## config.mk

```make
export PLATFORM = sky130hd
export DESIGN_NAME = pipereg_elastic
export DESIGN_NICKNAME = d
export VERILOG_FILES = /design/src/rtl/pipereg_elastic.sv
export SDC_FILE = /design/constraint.sdc
export NUM_CORES = 1
export LEC_CHECK = 0
export BUFFER_PORTS_ARGS = -buffer_cell sky130_fd_sc_hd__clkbuf_2
export CAP_MARGIN = 5
export CORE_MARGIN = 1
export CORE_UTILIZATION = 45
export CTS_BUF_LIST = sky130_fd_sc_hd__clkbuf_4
export CTS_CLUSTER_SIZE = 30
export DETAILED_ROUTE_END_ITERATION = 16
export PLACE_DENSITY = 0.73
export SYNTH_ARGS = -nofsm -noshare
export SYNTH_HDL_FRONTEND = slang
export SYNTH_SLANG_ARGS = --single-unit
```

## constraint.sdc

```tcl
create_clock -name clk -period 2.15 [get_ports clk]
set_input_delay 0 -clock clk [delete_from_list [all_inputs] [get_ports clk]]
set_output_delay 0 -clock clk [all_outputs]
set_load 0.05 [all_outputs]
```

## src/rtl/pipereg_elastic.sv

```systemverilog
// Elastic multi-stage pipeline register with valid/ready handshake,
// bubble collapsing, synchronous flush and registered occupancy count.
//
// Ports: clk, reset (async, active-low), flush (sync clear),
//   in_valid/in_ready/in_data (upstream), out_valid/out_ready/out_data
//   (downstream), occupancy (number of valid stages, 0..DEPTH).
module pipereg_elastic #(
  parameter int WIDTH = 8,
  parameter int DEPTH = 2,
  parameter logic [WIDTH-1:0] RESET_VALUE = '0,
  localparam int CNTW = $clog2(DEPTH+1)
) (
  input  logic             clk,
  input  logic             reset,
  input  logic             flush,
  input  logic             in_valid,
  output logic             in_ready,
  input  logic [WIDTH-1:0] in_data,
  output logic             out_valid,
  input  logic             out_ready,
  output logic [WIDTH-1:0] out_data,
  output logic [CNTW-1:0]  occupancy
);

  localparam logic [DEPTH-1:0] ONES = '1;

  logic [DEPTH-1:0] v_q, v_d;
  logic [DEPTH-1:0] adv;
  logic [DEPTH-1:0] src_v;
  logic [DEPTH:0]   vin;
  logic [WIDTH-1:0] d_q   [DEPTH];
  logic [WIDTH-1:0] d_d   [DEPTH];
  logic [WIDTH-1:0] src_d [DEPTH];
  logic [CNTW-1:0]  occ_q, occ_d;
  logic             in_xfer;
  logic             out_xfer;

  // adv[i] is low only when stages i..DEPTH-1 are all full and the
  // output is stalled; written flat to avoid a self-referencing chain.
  always_comb begin
    adv = '0;
    for (int i = 0; i < DEPTH; i++) begin
      adv[i] = out_ready | ~&(v_q | ~(ONES << i));
    end
  end

  assign in_ready  = adv[0] & ~flush;
  assign out_valid = v_q[DEPTH-1];
  assign out_data  = d_q[DEPTH-1];
  assign in_xfer   = in_valid & in_ready;
  assign out_xfer  = v_q[DEPTH-1] & out_ready & ~flush;

  assign vin   = {v_q, in_valid};
  assign src_v = vin[DEPTH-1:0];

  always_comb begin
    src_d[0] = in_data;
    for (int i = 1; i < DEPTH; i++) begin
      src_d[i] = d_q[i-1];
    end
  end

  always_comb begin
    v_d = v_q;
    for (int i = 0; i < DEPTH; i++) begin
      d_d[i] = d_q[i];
      if (flush) begin
        v_d[i] = 1'b0;
        d_d[i] = RESET_VALUE;
      end else if (adv[i]) begin
        v_d[i] = src_v[i];
        if (src_v[i]) d_d[i] = src_d[i];
      end
    end
  end

  always_comb begin
    occ_d = occ_q;
    unique case (1'b1)
      flush:                occ_d = '0;
      in_xfer & ~out_xfer:  occ_d = occ_q + CNTW'(1);
      out_xfer & ~in_xfer:  occ_d = occ_q - CNTW'(1);
      default:              occ_d = occ_q;
    endcase
  end

  assign occupancy = occ_q;

  always_ff @(posedge clk or negedge reset) begin
    if (!reset) begin
      v_q   <= '0;
      occ_q <= '0;
      for (int i = 0; i < DEPTH; i++) begin
        d_q[i] <= RESET_VALUE;
      end
    end else begin
      v_q   <= v_d;
      occ_q <= occ_d;
      for (int i = 0; i < DEPTH; i++) begin
        d_q[i] <= d_d[i];
      end
    end
  end

endmodule

```

==> implementation parameters, run 1 <==
Parameter                              Value

Run status
  Outcome    complete, no violations

Setup path
  Data arrival time at the worst-slack endpoint    2.06 ns
  Critical Path RT    2.36 ns
  Delay of the slowest cell on the worst path    0.52 ns
  Buffers & Inverters on Critical Path    1
  Startpoint kind of the worst setup timing path    flip-flop
  Worst setup EP type    flip-flop
  Slowest stage cell, crit path    dfrtp_1
  Largest fanout on the critical path    11
  CP delay by family, top    compound AO/OA/AOI/OAI gates
  Startpoint-to-endpoint class of the critical path    flip-flop to flip-flop
  Worst path cell trace    nand3b_4 > nor3b_4 > inv_1 > ha_1 > o31a_1 > o31ai_1

Layout
  Layout cell share with drive strength beyond 1    29.3%
  Synthesis-to-finish area growth    23.6%
  Design Area, Final    1180 µm²
  Fin cells    143
  Fin nets    132
  Antenna Cells    0
  Fillers    177
  Area of the multi-input gates    365 µm²
  Final core area utilization    59.8%
  Register Area    500 µm²

Pwr
  Leakage power figure    0.601 nW
  Power density over the cells    718 nW/µm²
  Total Power Consumption    0.851 mW
  Largest voltage drop on the vdd net    0.000449 V

Logic synthesis
  Post-synthesis register bit count    20
  Number of enable flip-flop cells after synthesis    0
  Sequential area share after synthesis    52.2%
  Top cells by area, synth    dfrtp_1 52%, a22o_1 7.3%, buf_4 6.3%, a21oi_1 5.7%, nand3_1 4.2%
  Prevailing post-synth register cell    dfrtp_1
  Most common library cells after synthesis    20 x dfrtp_1, 11 x a21oi_1
  Gate count after technology mapping    90
  Net count after synthesis    105
  Share of the synthesized area in the top cell type    52.2%
  Total number of yosys warnings    0
  Leading cell type by number of instances after synthesis    dfrtp_1
  Area leader, netlist    dfrtp_1
  Mean cell area of the mapped netlist    10.6 µm²
  Async set-reset flop share out of synthesis    100%
  Count of cell types in the netlist    25
  Netlist area before placement    958 µm²

STA
  Number of max-slew violations in the final report    0
  Max Freq    542 MHz
  Setup repair after global routing missed its margin    false
  Setup TNS    0 ns
  Final Hold Viols    0
  Final Worst Setup Slack    0.305 ns
  Relative max-transition margin    68.2%
  Fin Hold WS    0.0200 ns
  Period Utilization, post-route    85.8%
  Final setup skew    0.000722 ns
  Final setup viols    0
  Fin crit period    1.85 ns
  Worst slew pin tran    0.477 ns

Die
  Total Die Area    2320 µm²
  Vertical die dimension    48.2 µm
  Core area    1980 µm²
  Floorplan die width    48.2 µm
  Starting utilization of the core area    48.4%
  Standard-cell row count    16
  I/O Pins    25

Global routing
  Pin count of the biggest net entering global routing    21
  Wire length of the first global-routing pass    2.75 mm
  GRT Resource Usage Total    18.0%
  Number of antenna violations at the first check in global routing    0
  Via count of the first global-routing pass    630
  Total global routing overflow    0

CTS
  Clock-pin slew reported for the worst setup and hold paths after clock tree synthesis    0.11 ns
  TritonCTS buffer count    3
  Later-pin clock latency in the skew report    0.29 ns
  Post-cts sizing count    0
  Root Buffer    clkbuf_4
  TritonCTS clock tree    done
  Maximum root-to-sink buffer count    2
  H-tree levels    1
  CTS Sinks    20

Place
  Number of buffers inserted by port buffering    24
  Placed insts    130
  DPL Wire Length    1.26 mm
  Post-placement worst setup slack    0.314 ns
  RD Place Congestion    0.761
  Post-Place Cell Area    1040 µm²

Route
  Detailed Route WL    1.81 mm
  DRC    0
  Via count of the routed design    732
  First DRT Iteration DRCs    20
  Count of TritonRoute iterations in the first routing pass    4
  Wire length per cell after detailed routing    12.7 µm
  Mean number of vias per cell    5.12
  ANT nets after route    0

Job
  Max_cap viols    0

Min path
  Worst Hold Class    input port to flip-flop
-- area by class of cell --
class,instances,area share [%]
clock buffers,3,1.90
repair buffers,34,18.4
clock inverters,1,2.53
flip-flops and latches,20,42.2
well taps,27,2.85
multi-input cells,54,30.8
inverters,4,1.27
-- tightest hold or removal path: cells and delay by family --
family | cells | cell delay (ns)
compound gates | 1 | 0.08
buf+inv | 2 | 0.20
-- what timing repair did --
item / CTS / global route
endpoints found under the hold margin: 28 / 0
hold buffers: 9 / 0
buffers inserted: 0 / 0
-- cells in the final DEF (no fill, tap or decap), types with 2 or more instances in the layout --
cell and count:
a22o_1 8, a21oi_1 11, nand3_1 8, dfrtp_1 20
clkbuf_4 3, clkbuf_2 24, inv_1 4, nor2_1 2
ha_1 2, nor3_1 2, dlygate4sd3_1 9, o21ai_0 8
nand2_1 2
-- final timing paths --
path,cells after the start,startpoint,slack (ns),end
setup reg to reg,6,v_q[0],0.30,occupancy[1]
min in group asynchronous,2,reset,0.18,out_data[3]
setup / recovery,6,v_q[0],0.30,occupancy[1]
hold reg to reg,1,d_q[8],0.52,d_q[8]
max in group asynchronous,2,reset,1.65,v_q[1]
hold / removal,3,in_valid,0.02,v_q[0]
-- registers in the layout, indices dropped and copies added (netlist names) --
name,count
d_q,8
v_q,2
out_data,8
occupancy,2
-- kinds of logic after synthesis --
group,count (synthesis),synth area share [%]
compound gates,32,21.4
flops,20,52.2
simple gates,19,13.2
buf+inv,16,9.66
fa+ha+maj,2,2.61
xor+xnor,1,0.914
-- routing by layer --
layer / track usage [%] / wire length [µm] / vias up
met3: 3.33 / 65 / 2
met1: 24.1 / 849 / 341
li1: - / - / 366
met2: 29.1 / 882 / 23
met5: 0 / 0 / -
met4: 6.67 / 16 / 0
-- power by group --
part / internal (mW) / leakage (nW) / switching [mW] / total [mW]
Clock: 0.188 / 0.0279 / 0.114 / 0.302
Sequential: 0.395 / 0.270 / 0.0196 / 0.414
Combinational: 0.0509 / 0.302 / 0.0839 / 0.135
(Power assumes the default switching activity.)
==> run 2: changes to the inputs <==
--- a/config.mk
+++ b/config.mk
@@ -5,6 +5,7 @@
 export SDC_FILE = /design/constraint.sdc
 export NUM_CORES = 1
 export LEC_CHECK = 0
+export ABC_AREA = 1
 export BUFFER_PORTS_ARGS = -buffer_cell sky130_fd_sc_hd__clkbuf_2
 export CAP_MARGIN = 5
 export CORE_MARGIN = 1
==> implementation parameters, run 2 <==
Parameter                              Value

Route
  DRC    0
  Count of TritonRoute iterations in the first routing pass    4
  Wire length per cell after detailed routing    11.3 µm
  First DRT Iteration DRCs    16
  Mean number of vias per cell    4.77
  Via count of the routed design    792
  Detailed Route WL    1.88 mm
  ANT nets after route    0

STA
  Final Worst Setup Slack    0.715 ns
  Max Freq    697 MHz
  Final setup viols    0
  Period Utilization, post-route    66.7%
  Fin crit period    1.43 ns
  Final setup skew    0.00869 ns
  Worst slew pin tran    0.512 ns
  Relative max-transition margin    65.9%
  Final Hold Viols    0
  Setup repair after global routing missed its margin    false
  Setup TNS    0 ns
  Number of max-slew violations in the final report    0

Job
  Max_cap viols    0

Layout
  Most frequent cells in the layout    43 x nand2_1, 24 x clkbuf_2, 20 x nand3_1, 20 x dfrtp_1, 10 x dlygate4sd3_1
  Most frequent standard cell in the layout excluding fill and tap cells    nand2_1
  Fillers    211
  Antenna Cells    0
  Synthesis-to-finish area growth    24.8%
  Layout cell share with drive strength beyond 1    25.2%
  Fin nets    155

Setup path
  Data arrival time at the worst-slack endpoint    1.63 ns
  Largest fanout on the critical path    5
  Worst setup EP type    flip-flop
  Critical Path RT    2.34 ns
  Startpoint kind of the worst setup timing path    flip-flop
  Startpoint-to-endpoint class of the critical path    flip-flop to flip-flop

CTS
  Post-cts sizing count    0
  Buffers inserted by post-CTS timing repair    0
  H-tree levels    1
  Clock-pin slew reported for the worst setup and hold paths after clock tree synthesis    0.11 ns
  Hold_buf cts    10
  Later-pin clock latency in the skew report    0.30 ns
  TritonCTS buffer count    3
  CTS Sinks    20
  Root Buffer    clkbuf_4
  TritonCTS clock tree    done
  Maximum root-to-sink buffer count    2

Global routing
  GRT Resource Usage Total    19.0%
  Number of antenna violations at the first check in global routing    0
  Via count of the first global-routing pass    665
  Wire length of the first global-routing pass    2.97 mm
  Total global routing overflow    0
  Pin count of the biggest net entering global routing    21

Die
  Vertical die dimension    47.9 µm
  Total Die Area    2300 µm²
  Standard-cell row count    16
  Core area    1960 µm²
  Floorplan die width    47.9 µm
  Starting utilization of the core area    48.3%
  I/O Pins    25

Pwr
  Largest voltage drop on the vdd net    0.000402 V
  Leakage power figure    0.673 nW
  Power density over the cells    711 nW/µm²

Run status
  Outcome    complete, no violations

Logic synthesis
  Sequential area share after synthesis    52.8%
  Post-synthesis register bit count    20
  Top cells by area, synth    dfrtp_1 53%, nand2_1 17%, nand3_1 11%, buf_4 6.3%, ha_1 2.6%
  Mux contribution to synthesized area    0%
  Combinational family with the most area after synthesis    simple AND/OR/NAND/NOR gates
  Prevailing post-synth register cell    dfrtp_1
  Leading cell type by number of instances after synthesis    nand2_1
  Simple-gate area share of the yosys netlist    31.4%
  Share of the synthesized area in the top cell type    52.8%
  Count of cell types in the netlist    18
  Async set-reset flop share out of synthesis    100%
  Total number of yosys warnings    0
  Netlist area before placement    948 µm²
  Gate count after technology mapping    110
  Number of enable flip-flop cells after synthesis    0
  Xor and xnor fraction of the mapped netlist area    0%
  Area leader, netlist    dfrtp_1
  Most common library cells after synthesis    43 x nand2_1, 20 x dfrtp_1, 20 x nand3_1
  Adder-Cell Fraction of Synth Area    2.64%
  Area fraction in compound gates after synthesis    2.64%
  Mean cell area of the mapped netlist    8.62 µm²
  Net count after synthesis    125

Place
  DPL Wire Length    1.31 mm
  RD Place Congestion    0.815
  Number of buffers inserted by port buffering    24
  Post-placement worst setup slack    0.708 ns

Min path
  Worst Hold Class    input port to flip-flop
-- run 2: cell types whose count changed after synthesis, sizes merged, moves of 3 or more --
cell   previous run  this run
o21ai             8         1
a21oi            12         2
nand2             2        44
a22o              8         0
nand3             8        21
inv               4         7
-- run 2: per-layer routing --
layer	routed length (µm)	share of wire [%]	track usage [%]
met3	40	2.1	3.77
met1	879	47	25.3
met4	12	0.64	7.22
met5	0	0	0
met2	943	50	30.3
-- run 2: stage by stage --
stage	hold WS [ns]	power, mW	utilization [%]	cells	area, µm²
2_1_floorplan	-0.296	0.495	-	110	948
3_3_place_gp	-0.0191	0.527	52.6	152	1030
3_5_place_dp	-0.00992	0.531	52.6	152	1030
4_1_cts	0.000692	0.849	60.3	166	1180
5_1_grt	0.00478	0.885	60.3	166	1180
6_report	0.00720	0.842	60.3	166	1180
-- run 2: logic make-up (layout without fill, tap and decap cells) --
logic type | Yosys count | after routing
adder cells (fa/ha/maj) | 2 | 2
flip-flops | 20 | 20
buffers and inverters | 16 | 45
AND/OR/NAND/NOR | 68 | 68
AO/OA/AOI/OAI | 4 | 4
-- run 2: path summary, 6_finish.rpt --
kind | slack (ns) | depth (start not counted) | endpoint | start
max | 0.72 | 9 | occupancy[1] | v_q[1]
min | 0.007 | 2 | v_q[1] | flush
max reg2reg | 0.72 | 9 | occupancy[1] | v_q[1]
min reg2reg | 0.49 | 2 | out_data[0] | d_q[8]
max in group asynchronous | 1.61 | 2 | occupancy[1] | reset
min in group asynchronous | 0.18 | 2 | out_data[1] | reset
-- run 2: cell type report --
cell class / instances / area [µm²] / share of cell area, %
clock buffers: 3 / 22.5 / 1.90
clock inverters: 1 / 30.0 / 2.54
inverters: 7 / 28.8 / 2.43
multi-input cells: 74 / 348 / 29.4
flip-flops and latches: 20 / 500 / 42.3
well taps: 27 / 33.8 / 2.85
repair buffers: 34 / 220 / 18.6
-- run 2: worst max-delay path, stage by stage (launching register included) --
cell and delay, ns:
dfrtp_1 0.44, nand3_1 0.16, nand3_2 0.11, ha_1 0.25
inv_1 0.09, nand2_1 0.07, nand2_1 0.06, nand2_1 0.04
nand3_1 0.07, nand2_1 0.05
-- run 2: power by group --
group | total, mW | switching (mW) | internal, mW
sequential | 0.407 | 0.0129 | 0.394
combinational | 0.130 | 0.0882 | 0.0417
clock | 0.305 | 0.117 | 0.188
total | 0.842 | 0.218 | 0.624
